<file path="src/rtl/demux_16b_10output.sv">
// Write-back demultiplexer: routes one WIDTH-bit result into one of ten holding
// registers (A..J) with a one-hot Load strobe. Optional sticky Err via DEMUX_STICKY_ERR_EN.
module demux_16b_10output #(
  parameter int WIDTH   = 16,
  parameter int NUM_OUT = 10
) (
  input  logic               CLK,
  input  logic               Reset_n,
  input  logic [WIDTH-1:0]   Input,
  input  logic [4:0]         Op,
  input  logic               Valid,
  input  logic               Clear,
  output logic               Ready,
  output logic [WIDTH-1:0]   A,
  output logic [WIDTH-1:0]   B,
  output logic [WIDTH-1:0]   C,
  output logic [WIDTH-1:0]   D,
  output logic [WIDTH-1:0]   E,
  output logic [WIDTH-1:0]   F,
  output logic [WIDTH-1:0]   G,
  output logic [WIDTH-1:0]   H,
  output logic [WIDTH-1:0]   I,
  output logic [WIDTH-1:0]   J,
  output logic [NUM_OUT-1:0] Load,
  output logic               Err
);

  // state | meaning
  // IDLE  | Ready=1, waiting for Valid; Input/Op captured on acceptance
  // WRITE | Ready=0, captured value committed to its destination on exit
  typedef enum logic {IDLE, WRITE} state_t;

  localparam logic [4:0] OP_LIMIT = 5'(NUM_OUT);

  state_t             state;
  logic [WIDTH-1:0]   cap_data;
  logic [4:0]         cap_op;
  logic [WIDTH-1:0]   dest [NUM_OUT];
  logic [NUM_OUT-1:0] load_q;
  logic               ready_q;
  logic               err_q;
  logic               legal;

  assign legal = (cap_op < OP_LIMIT);

`ifndef DEMUX_STICKY_ERR_EN
  logic unused_clear;
  assign unused_clear = Clear;
`endif

  always_ff @(posedge CLK or negedge Reset_n) begin
    if (!Reset_n) begin
      state    <= IDLE;
      ready_q  <= 1'b1;
      cap_data <= '0;
      cap_op   <= '0;
      load_q   <= '0;
      err_q    <= 1'b0;
      for (int k = 0; k < NUM_OUT; k++) dest[k] <= '0;
    end else begin
      case (state)
        IDLE: begin
          load_q <= '0;
`ifdef DEMUX_STICKY_ERR_EN
          if (Clear) err_q <= 1'b0;
`else
          err_q <= 1'b0;
`endif
          if (Valid && ready_q) begin
            cap_data <= Input;
            cap_op   <= Op;
            ready_q  <= 1'b0;
            state    <= WRITE;
          end
        end
        WRITE: begin
          for (int k = 0; k < NUM_OUT; k++) begin
            if (legal && (cap_op == k[4:0])) begin
              dest[k]   <= cap_data;
              load_q[k] <= 1'b1;
            end else begin
              load_q[k] <= 1'b0;
            end
          end
`ifdef DEMUX_STICKY_ERR_EN
          // A new illegal write takes priority over a simultaneous Clear.
          if (!legal)     err_q <= 1'b1;
          else if (Clear) err_q <= 1'b0;
`else
          err_q <= !legal;
`endif
          ready_q <= 1'b1;
          state   <= IDLE;
        end
        default: begin
          load_q  <= '0;
          ready_q <= 1'b1;
          state   <= IDLE;
        end
      endcase
    end
  end

  assign Ready = ready_q;
  assign Load  = load_q;
  assign Err   = err_q;
  assign A = dest[0];
  assign B = dest[1];
  assign C = dest[2];
  assign D = dest[3];
  assign E = dest[4];
  assign F = dest[5];
  assign G = dest[6];
  assign H = dest[7];
  assign I = dest[8];
  assign J = dest[9];

endmodule

</file>
<file path="config.mk">
export PLATFORM = sky130hd
export DESIGN_NAME = demux_16b_10output
export DESIGN_NICKNAME = d
export VERILOG_FILES = /design/src/rtl/demux_16b_10output.sv
export SDC_FILE = /design/constraint.sdc
export NUM_CORES = 1
export LEC_CHECK = 0
export CAP_MARGIN = 15
export CORE_ASPECT_RATIO = 0.75
export CORE_MARGIN = 5
export CORE_UTILIZATION = 52
export DETAILED_ROUTE_END_ITERATION = 16
export PLACE_DENSITY = 0.9
export SLEW_MARGIN = 20
export SYNTH_ARGS = -nofsm -noshare
export SYNTH_HDL_FRONTEND = slang
export SYNTH_SLANG_ARGS = --single-unit
</file>
<file path="constraint.sdc">
create_clock -name CLK -period 4.3 [get_ports CLK]
set_input_delay 0.86 -clock CLK [delete_from_list [all_inputs] [get_ports CLK]]
set_output_delay 0.86 -clock CLK [all_outputs]
set_load 0.02 [all_outputs]
</file>
==> results_dict.tcl <==
set metrics [dict create \
    status "finished clean" \
    grt_pass1_wl_um 28280 \
    place_ws_ns 1.462 \
    final.setup.tns_ns 0 \
    firstDrtPassIters 4 \
    vias_per_cell 5.274 \
    yosys.cell_types.count 24 \
    synthAdderAreaFrac_pct 0 \
    rsz0062_at_grt "false" \
    area_growth_pct 36.09 \
    wire_per_inst_um 22.22 \
    fmax_ghz 0.4067 \
    antenna_found_initial 0 \
    synthMuxAreaShare_pct 28.94 \
    synthSimpleGateAreaFrac_pct 2.454 \
    vias 4272 \
    pin_count 197 \
    drv_cap 0 \
    drc 0 \
    hpwlAfterDp_um 12250 \
    hold_violations 0 \
    post_cts_resized 0 \
    critPathKind "reg2out" \
    cts.path.max_buffers 2 \
    finalClockSkew_ns 0.01350 \
    synthesis.area_um2 7392 \
    synth-seq-cells 194 \
    p_leak_nw 5.070 \
    clock_latency_ns 0.43 \
    cp_cell_sequence "clkdlybuf4s50_1" \
    critical_path.slowest_cell "clkdlybuf4s50_1" \
    worstHoldEndpoint "H[8]" \
    drive_above_1_share_pct 34.80 \
    path_delay_family "buffers and inverters" \
    cts_buffers 17 \
    layout_setup_ws_ns 1.841 \
    ctsHoldBuffers 0 \
    start_util_pct 53.40 \
    ant_nets 0 \
    min_from "H[8]" \
    fin_crit_sh_pct 57.18 \
    fillers 842 \
    path_max_fanout 3 \
    avgSynthCellArea_um2 16.95 \
    worst_ir_drop_vdd_mv 0.3819 \
    drt_iter0_markers 157 \
    clk_pin_slew_ns 0.06 \
    hold_path.class "reg2reg" \
    endpoint_kind "output pin" \
    whs_path_depth 1 \
    cp-start-kind "flip-flop" \
    synth_top_family_by_area "multiplexers" \
    fp-row-count 37 \
    synth_xor_area_share_pct 0 \
    syn_nets 461 \
    gp_congestion 0.7601 \
    fin_hold_ws_ns 0.4924 \
    die_y_um 113.3 \
    grt_use_total_pct 22.43 \
    htreeDepth 4 \
    arrival_ns 1.60 \
    cts_tree "done" \
    p_per_area_nw_per_um2 351.2 \
    core_um2 13840 \
    cts_setup_buffers 0 \
    grt_start_max_net_pins 115 \
    worst_pin_slew_ns 1.098 \
    n_antenna_cell 0 \
    timing.critical_path.from "Ready" \
    routed_wl_um 18000 \
    r2r_start "cap_op[2]" \
    synth_compound_area_share_pct 0.3047 \
    r2r.worst_path.cells 3 \
    grt_pass1_vias 4681 \
    slowest_delay_ns 0.63 \
    required_ns 3.44 \
    die_w_um 147.7 \
    cts.sinks 194 \
    slew_violations 0 \
    nets 647 \
    timing.final.crit_period_ns 2.459 \
    slew_headroom_pct 26.57 \
    port_buffers 195 \
    total_power_mw 3.533 \
    dieArea_um2 16720 \
    seq_area_frac_synth_pct 65.69 \
    synthCells 436 \
    r2r_setup_slack_ns 2.26 \
    r2r-end "H[0]" \
    yosysWarningCount 0 \
    critPathBufInv 1 \
    cts-root-buf "clkbuf_16" \
    finalSetupViolations 0 \
    grt_overflow 0 \
]
==> cells by family (layout without fill, tap and decap cells) <==
kind of cell	count (synthesis)	in the layout
simple gates	18	18
mux	181	181
buf+inv	40	239
flops	194	194
compound gates	3	3
==> metal layers <==
layer | track usage [%] | wire length (um) | vias to the layer above | share of wire [%]
met5 | 0 | 0 | - | 0
met4 | 7.325 | 248 | 0 | 1.4
met3 | 6.966 | 1182 | 19 | 6.6
met2 | 35.46 | 8668 | 134 | 48
met1 | 29.92 | 7897 | 2229 | 44
li1 | - | - | 1890 | -
==> layout make-up <==
| type | count | area (um2) | share of cell area, % |
|---|---|---|---|
| tap | 175 | 219.0 | 2.177 |
| clock inverter | 13 | 171.4 | 1.704 |
| clock buffer | 19 | 452.9 | 4.503 |
| timing repair buffer | 196 | 1976 | 19.64 |
| multi-input combinational | 202 | 2344 | 23.30 |
| inverter | 11 | 41.29 | 0.4104 |
| sequential | 194 | 4856 | 48.27 |
==> sequential cells by signal (all words and copies together), names as in the netlist <==
register / count
D: 16
I: 16
Load: 10
G: 16
cap_data: 16
cap_op: 5
H: 16
Ready: 1
F: 16
J: 16
A: 16
Err: 1
C: 16
state: 1
E: 16
B: 16
==> where the power goes <==
| part | switching [mW] | internal, mW | total (mW) |
|---|---|---|---|
| clock network | 0.695 | 0.956 | 1.65 |
| registers | 0 | 1.82 | 1.82 |
| logic | 0.0370 | 0.0204 | 0.0574 |
| total | 0.732 | 2.80 | 3.53 |
==> synth_stat cells <==
| master | number | share of area (%) |
|---|---|---|
| a21o_1 | 1 | 0.10 |
| and2b_1 | 1 | 0.10 |
| and4_1 | 1 | 0.12 |
| and4bb_2 | 2 | 0.34 |
| buf_1 | 1 | 0.051 |
| buf_2 | 7 | 0.47 |
| buf_4 | 1 | 0.10 |
| buf_6 | 4 | 0.61 |
| clkbuf_1 | 16 | 0.81 |
| dfrtp_1 | 193 | 65 |
| dfstp_2 | 1 | 0.36 |
| inv_1 | 11 | 0.56 |
| mux2_1 | 9 | 1.4 |
| mux2_2 | 145 | 22 |
| mux2_4 | 27 | 5.5 |
| nand2_2 | 5 | 0.42 |
| nand2_4 | 3 | 0.46 |
| nand3b_1 | 1 | 0.10 |
| nand4_2 | 1 | 0.17 |
| nor2_4 | 1 | 0.15 |
| nor2b_1 | 1 | 0.085 |
| nor2b_4 | 1 | 0.19 |
| nor4b_4 | 1 | 0.32 |
| o21a_1 | 2 | 0.20 |
==> worst max-delay path by stage <==
| stage | to | slack, ns | depth (start not counted) |
|---|---|---|---|
| 2_1_floorplan | cap_data[10] | 2.49 | 3 |
| 3_3_place_gp | cap_data[8] | 1.52 | 3 |
| 3_5_place_dp | cap_data[15] | 1.46 | 3 |
| 4_1_cts | Ready | 1.80 | 1 |
| 5_1_grt | Ready | 1.78 | 1 |
| 6_report | Ready | 1.84 | 1 |
==> cells in the final DEF (no fill, tap or decap), drive strengths merged <==
| cell | n |
|---|---|
| a21o | 1 |
| and2b | 1 |
| and4 | 1 |
| and4bb | 2 |
| buf | 1 |
| bufinv | 3 |
| clkbuf | 20 |
| clkdlybuf4s50 | 194 |
| clkinv | 4 |
| clkinvlp | 2 |
| dfrtp | 193 |
| dfstp | 1 |
| inv | 15 |
| mux2 | 181 |
| nand2 | 8 |
| nand3b | 1 |
| nand4 | 1 |
| nor2 | 1 |
| nor2b | 2 |
| nor4b | 1 |
| o21a | 2 |
==> through the flow <==
stage	instances	utilization, %	area [um2]
final	810	72.67	10060
after global routing	810	72.67	10060
after CTS	810	72.67	10060
after detailed placement	778	68.16	9435
after global placement	778	68.16	9435
after floorplan	436	-	7392
(Power assumes the default switching activity.)
